**src/rtl/lab1_sweep_if.sv**
```systemverilog
// lab1_sweep_if: control/status bundle between a sweep driver and lab1_sweep_ctrl.
//   start, abort, hold_len, exp_tt, f_in  : driver -> controller
//   A..D, busy, done, pass, tt, err_cnt,
//   first_err_vld, first_err_idx          : controller -> driver
interface lab1_sweep_if #(parameter int HOLD_W = 8);
  logic              start;
  logic              abort;
  logic [HOLD_W-1:0] hold_len;
  logic [15:0]       exp_tt;
  logic              f_in;
  logic              A, B, C, D;
  logic              busy;
  logic              done;
  logic              pass;
  logic [15:0]       tt;
  logic [4:0]        err_cnt;
  logic              first_err_vld;
  logic [3:0]        first_err_idx;
  modport master (
    output start, abort, hold_len, exp_tt, f_in,
    input  A, B, C, D, busy, done, pass, tt, err_cnt, first_err_vld, first_err_idx
  );
  modport slave (
    input  start, abort, hold_len, exp_tt, f_in,
    output A, B, C, D, busy, done, pass, tt, err_cnt, first_err_vld, first_err_idx
  );
endinterface

```
**src/rtl/lab1_sweep_ctrl.sv**
```systemverilog
// lab1_sweep_ctrl: sweeps vectors 0..15 into F(A,B,C,D), captures its truth table and checks it.
//   clk, rst_n : clock, asynchronous active-low reset
//   bus        : slave side of lab1_sweep_if (start/abort/hold_len/exp_tt/f_in in,
//                vector, busy/done/pass and truth-table results out)
module lab1_sweep_ctrl #(
  parameter int HOLD_W = 8
) (
  input logic         clk,
  input logic         rst_n,
  lab1_sweep_if.slave bus
);
  typedef enum logic [1:0] {IDLE, APPLY, SAMPLE, DONE} state_t;
  state_t            state_q, state_d;
  logic [3:0]        idx_q, idx_d;
  logic [HOLD_W-1:0] cnt_q, cnt_d, h_q, h_d;
  logic [15:0]       exp_q, exp_d, tt_q, tt_d;
  logic [4:0]        err_q, err_d;
  logic              fev_q, fev_d;
  logic [3:0]        fei_q, fei_d;
  logic              pass_q, pass_d;
  logic [3:0]        vec_q, vec_d;
  logic              busy_q, busy_d, done_q, done_d;
  logic              run_d;
  always_comb begin
    state_d = state_q;
    idx_d   = idx_q;
    cnt_d   = cnt_q;
    h_d     = h_q;
    exp_d   = exp_q;
    tt_d    = tt_q;
    err_d   = err_q;
    fev_d   = fev_q;
    fei_d   = fei_q;
    pass_d  = pass_q;
    case (state_q)
      IDLE: if (bus.start && !bus.abort) begin
        state_d = APPLY;
        h_d     = (bus.hold_len == '0) ? HOLD_W'(1) : bus.hold_len;
        exp_d   = bus.exp_tt;
        tt_d    = '0;
        err_d   = '0;
        fev_d   = 1'b0;
        fei_d   = '0;
        pass_d  = 1'b0;
        idx_d   = '0;
        cnt_d   = '0;
      end
      APPLY: begin
        cnt_d   = cnt_q + 1'b1;
        state_d = bus.abort ? IDLE : (cnt_q == h_q - 1'b1) ? SAMPLE : APPLY;
      end
      SAMPLE: if (bus.abort) state_d = IDLE;
      else begin
        tt_d[idx_q] = bus.f_in;
        if (bus.f_in != exp_q[idx_q]) begin
          err_d = err_q + 1'b1;
          fev_d = 1'b1;
          fei_d = fev_q ? fei_q : idx_q;
        end
        if (idx_q == 4'd15) begin
          state_d = DONE;
          pass_d  = (err_d == '0);
        end else begin
          state_d = APPLY;
          idx_d   = idx_q + 1'b1;
          cnt_d   = '0;
        end
      end
      default: state_d = IDLE;
    endcase
    // Outputs are registered from next-state values so they line up with the state register.
    run_d  = (state_d == APPLY) || (state_d == SAMPLE);
    vec_d  = run_d ? idx_d : 4'd0;
    busy_d = run_d;
    done_d = (state_d == DONE);
  end
  always_ff @(posedge clk or negedge rst_n) begin
    if (!rst_n) begin
      state_q <= IDLE;
      idx_q   <= '0;
      cnt_q   <= '0;
      h_q     <= '0;
      exp_q   <= '0;
      tt_q    <= '0;
      err_q   <= '0;
      fev_q   <= 1'b0;
      fei_q   <= '0;
      pass_q  <= 1'b0;
      vec_q   <= '0;
      busy_q  <= 1'b0;
      done_q  <= 1'b0;
    end else begin
      state_q <= state_d;
      idx_q   <= idx_d;
      cnt_q   <= cnt_d;
      h_q     <= h_d;
      exp_q   <= exp_d;
      tt_q    <= tt_d;
      err_q   <= err_d;
      fev_q   <= fev_d;
      fei_q   <= fei_d;
      pass_q  <= pass_d;
      vec_q   <= vec_d;
      busy_q  <= busy_d;
      done_q  <= done_d;
    end
  end
  assign {bus.A, bus.B, bus.C, bus.D} = vec_q;
  assign bus.busy          = busy_q;
  assign bus.done          = done_q;
  assign bus.pass          = pass_q;
  assign bus.tt            = tt_q;
  assign bus.err_cnt       = err_q;
  assign bus.first_err_vld = fev_q;
  assign bus.first_err_idx = fei_q;
endmodule

```
**src/flat_wrapper.sv**
```systemverilog
// flat-port wrapper written by rule: the top's interface ports become plain ports
module lab1_sweep_ctrl_flat 
#(
  parameter int HOLD_W = 8
)
  (clk, rst_n, bus_start, bus_abort, bus_hold_len, bus_exp_tt, bus_f_in, bus_A, bus_B, bus_C, bus_D, bus_busy, bus_done, bus_pass, bus_tt, bus_err_cnt, bus_first_err_vld, bus_first_err_idx);
  lab1_sweep_if #(.HOLD_W(HOLD_W)) bus_i ();
  input logic clk;
  input logic rst_n;
  input wire logic [$bits(bus_i.start)-1:0] bus_start;
  input wire logic [$bits(bus_i.abort)-1:0] bus_abort;
  input wire logic [$bits(bus_i.hold_len)-1:0] bus_hold_len;
  input wire logic [$bits(bus_i.exp_tt)-1:0] bus_exp_tt;
  input wire logic [$bits(bus_i.f_in)-1:0] bus_f_in;
  output wire logic [$bits(bus_i.A)-1:0] bus_A;
  output wire logic [$bits(bus_i.B)-1:0] bus_B;
  output wire logic [$bits(bus_i.C)-1:0] bus_C;
  output wire logic [$bits(bus_i.D)-1:0] bus_D;
  output wire logic [$bits(bus_i.busy)-1:0] bus_busy;
  output wire logic [$bits(bus_i.done)-1:0] bus_done;
  output wire logic [$bits(bus_i.pass)-1:0] bus_pass;
  output wire logic [$bits(bus_i.tt)-1:0] bus_tt;
  output wire logic [$bits(bus_i.err_cnt)-1:0] bus_err_cnt;
  output wire logic [$bits(bus_i.first_err_vld)-1:0] bus_first_err_vld;
  output wire logic [$bits(bus_i.first_err_idx)-1:0] bus_first_err_idx;
  assign bus_i.start = bus_start;
  assign bus_i.abort = bus_abort;
  assign bus_i.hold_len = bus_hold_len;
  assign bus_i.exp_tt = bus_exp_tt;
  assign bus_i.f_in = bus_f_in;
  assign bus_A = bus_i.A;
  assign bus_B = bus_i.B;
  assign bus_C = bus_i.C;
  assign bus_D = bus_i.D;
  assign bus_busy = bus_i.busy;
  assign bus_done = bus_i.done;
  assign bus_pass = bus_i.pass;
  assign bus_tt = bus_i.tt;
  assign bus_err_cnt = bus_i.err_cnt;
  assign bus_first_err_vld = bus_i.first_err_vld;
  assign bus_first_err_idx = bus_i.first_err_idx;
  lab1_sweep_ctrl #(.HOLD_W(HOLD_W)) u_core (.clk(clk), .rst_n(rst_n), .bus(bus_i));
endmodule
```
**config.mk**
```make
export PLATFORM = sky130hd
export DESIGN_NAME = lab1_sweep_ctrl_flat
export DESIGN_NICKNAME = d
export VERILOG_FILES = /design/src/rtl/lab1_sweep_if.sv /design/src/rtl/lab1_sweep_ctrl.sv /design/src/flat_wrapper.sv
export SDC_FILE = /design/constraint.sdc
export NUM_CORES = 1
export LEC_CHECK = 0
export CORE_UTILIZATION = 35
export DETAILED_ROUTE_END_ITERATION = 10
export PLACE_DENSITY_LB_ADDON = 0.05
export SLEW_MARGIN = 40
export SYNTH_ARGS = -nofsm -noshare
export SYNTH_HDL_FRONTEND = slang
export SYNTH_SLANG_ARGS = --single-unit
```
**constraint.sdc**
```tcl
create_clock -name clk -period 3.9 [get_ports clk]
set_input_delay 0.975 -clock clk [delete_from_list [all_inputs] [get_ports clk]]
set_output_delay 0.975 -clock clk [all_outputs]
set_load 0.01 [all_outputs]
```
==> run metrics <==
first drt pass iteration count 4; num rows 36; CP max stage delay 0.62 ns; slew of the pin with the lowest slew margin 0.586 ns; CP Capture Type flop; share of the clock period used by the worst path 71.3%; DR DRC count 0; nets@finish 485; Post-CTS Setup Bufs 0; crit path max-delay cell type mux4_1; final hold slack 0.473 ns; Starting Density 36.3%; Die Wd 103 um; synth unique cells 47; Hold WC Path Type flop to flop; sw frac 29.5%; P_sw 529 uW; Flop pwr share 49.5%; status finished, final reports clean; Syn Area/Cell 9.24 sq um; gr usage total 17.7%; Detailed Place HPWL 6230 um; Antenna Cells 0; initial DRC count 96; Syn. warnings 0; IO Pins 62; Worst slew margin 60.9%; vias in the first global route 2833; synthesized area 3570 sq um; fin. max-slew vios 0; CTS sink cnt 71; synthesized instance count 386; minimum clock period after layout 2.78 ns; Vias 2891; most frequent cells in the layout nand2_1, dfrtp_1, clkdlybuf4s50_1; CORE AREA 9820 sq um; layout cells sized above 1 6.86%; Synth-to-Final Area Change 26.4%; Final Hold Vio Count 0; Die Y 103 um; post-CTS sizing 0; GR Overflow Total 0; critical path arrival 3.02 ns; H-tree depth 3; ys async rst share 100%; pwr dens 398 nW/um^2; Num CTS Buffers 9; clk root buf clkbuf_8; max frequency 0.360 GHz; Max FO, Critical Path 10; Total Neg Setup Slack 0 ns; combinational share of power 18.8%; Buf+Inv Stages, Crit Path 0; kind of critical path flop to flop; unrepaired setup endpoints after global routing no; Critical Path Source Type flop; Die ar. 10600 sq um; largest net degree at the start of global routing 37; vias per inst 4.94; Yosys reg bits 71; initial antenna violation count 0; syn nets 423; most common cell after layout, fill and taps aside nand2_1; Setup Skew 0.0108 ns; EDFF count, synth 0; Max IR drop VDD 0.191 mV; internal power 1270 uW; Clk pwr share 31.7%; Port Buffer Count 61; Total Routed Length 8520 um; Worst-Skew Late Latency 0.34 ns; CP top delay family multiplexers; clock tree buffer depth 2; clk slew on worst S/H paths 0.08 ns; WL per Instance 14.6 um; Worst EP required 4.14 ns; CP Cell Sequence mux4_1, mux4_2, xnor2_4, nand4_1, xnor2_1, a32o_1; Detail Route Antenna Nets 0; CTS tree built; max cap viols 0; sequential-to-total area share from yosys stat 49.8%; dominant synthesized flop cell dfrtp_1; first-pass GRT wire length 14200 um; Leak 0.00202 uW; routability cong. 0.813; endpoints failing setup 0; Post-CTS Hold Buffers 0
==> kinds of logic (layout without fill, tap and decap cells) <==
| family | count (synthesis) | count (layout) | share of synthesized area (%) |
|---|---|---|---|
| compound gates | 76 | 76 | 12.8 |
| xor+xnor | 20 | 20 | 5.44 |
| fa+ha+maj | 8 | 8 | 2.81 |
| buf+inv | 26 | 92 | 2.98 |
| flops | 71 | 71 | 49.8 |
| mux | 8 | 8 | 4.21 |
| simple gates | 177 | 177 | 22.0 |
==> flip-flops by register name, summed over array words and instances, names as in the netlist <==
name / cells
u_core.bus.tt: 16
u_core.exp_q: 16
u_core.cnt_q: 8
u_core.h_q: 8
u_core.bus.err_cnt: 5
u_core.bus.first_err_idx: 4
u_core.idx_q: 4
u_core.vec_q: 4
u_core.state_q: 2
u_core.bus.busy: 1
u_core.bus.done: 1
u_core.bus.first_err_vld: 1
u_core.bus.pass: 1
==> through the flow <==
stage	cell area [sq um]	setup WS [ns]	power, uW	instances	utilization [%]
floorplan	3570	1.41	1110	386	-
global placement	4320	0.975	1240	570	44.0
detailed placement	4320	0.932	1240	570	44.0
CTS	4510	1.07	1820	585	45.9
global route	4510	0.938	1900	585	45.9
finish	4510	1.12	1790	585	45.9
==> synth_stat cells, types with 7 or more instances <==
| library cell | number | area share, % |
|---|---|---|
| nand2_1 | 105 | 11 |
| dfrtp_1 | 71 | 50 |
| o21ai_0 | 34 | 4.8 |
| nor2_1 | 17 | 1.8 |
| a21oi_1 | 16 | 2.2 |
| nand3_1 | 16 | 2.2 |
| clkbuf_1 | 14 | 1.5 |
| xor2_1 | 10 | 2.5 |
| inv_1 | 9 | 0.95 |
| xnor2_1 | 9 | 2.2 |
| ha_1 | 8 | 2.8 |
| and2_1 | 7 | 1.2 |
| nand4_1 | 7 | 1.2 |
==> routing by layer <==
| metal | part of all wire (%) | vias up | GRT usage, % |
|---|---|---|---|
| met5 | 0 | - | 0 |
| met4 | 1.3 | 0 | 6.72 |
| met3 | 4.5 | 10 | 3.05 |
| met2 | 44 | 71 | 27.9 |
| met1 | 50 | 1359 | 24.5 |
| li1 | - | 1451 | - |
==> final timing paths <==
check | to | start | depth (start not counted) | slack [ns]
setup / recovery | u_core.bus.pass$_DFFE_PN0P_ | u_core.idx_q[0]$_DFF_PN0_ | 6 | 1.12
hold / removal | u_core.exp_q[10]$_DFFE_PN0P_ | u_core.exp_q[10]$_DFFE_PN0P_ | 2 | 0.47
setup reg to reg | u_core.bus.pass$_DFFE_PN0P_ | u_core.idx_q[0]$_DFF_PN0_ | 6 | 1.12
hold reg to reg | u_core.exp_q[10]$_DFFE_PN0P_ | u_core.exp_q[10]$_DFFE_PN0P_ | 2 | 0.47
max in group asynchronous | u_core.bus.err_cnt[2]$_DFFE_PN0P_ | rst_n | 2 | 2.69
min in group asynchronous | u_core.cnt_q[6]$_DFFE_PN0P_ | rst_n | 1 | 0.57
==> worst register-to-register path: cells and delay by family, from the launching register on <==
family / cells / cell delay, ns
and+or+nand+nor: 1 / 0.20
DFF: 1 / 0.61
muxes: 2 / 1.17
xor gates and xnor gates: 2 / 0.46
AOI/OAI and AO/OA: 1 / 0.26
==> final cells by class <==
class	count	area [sq um]
well taps	133	166
clock inverters	6	62.6
repair buffers	68	661
multi-input cells	289	1680
fillers	1020	5310
flip-flops and latches	71	1780
clock buffers	9	124
inverters	9	33.8
==> power groups by stage <==
stage / clock [uW] / combinational [uW] / sequential [uW]
after floorplan: 0 / 238 / 877
after global placement: 0 / 336 / 901
after detailed placement: 0 / 342 / 903
after CTS: 585 / 344 / 888
after global routing: 617 / 385 / 900
final: 569 / 338 / 887
Note: power is estimated with default switching activity, not from simulation.
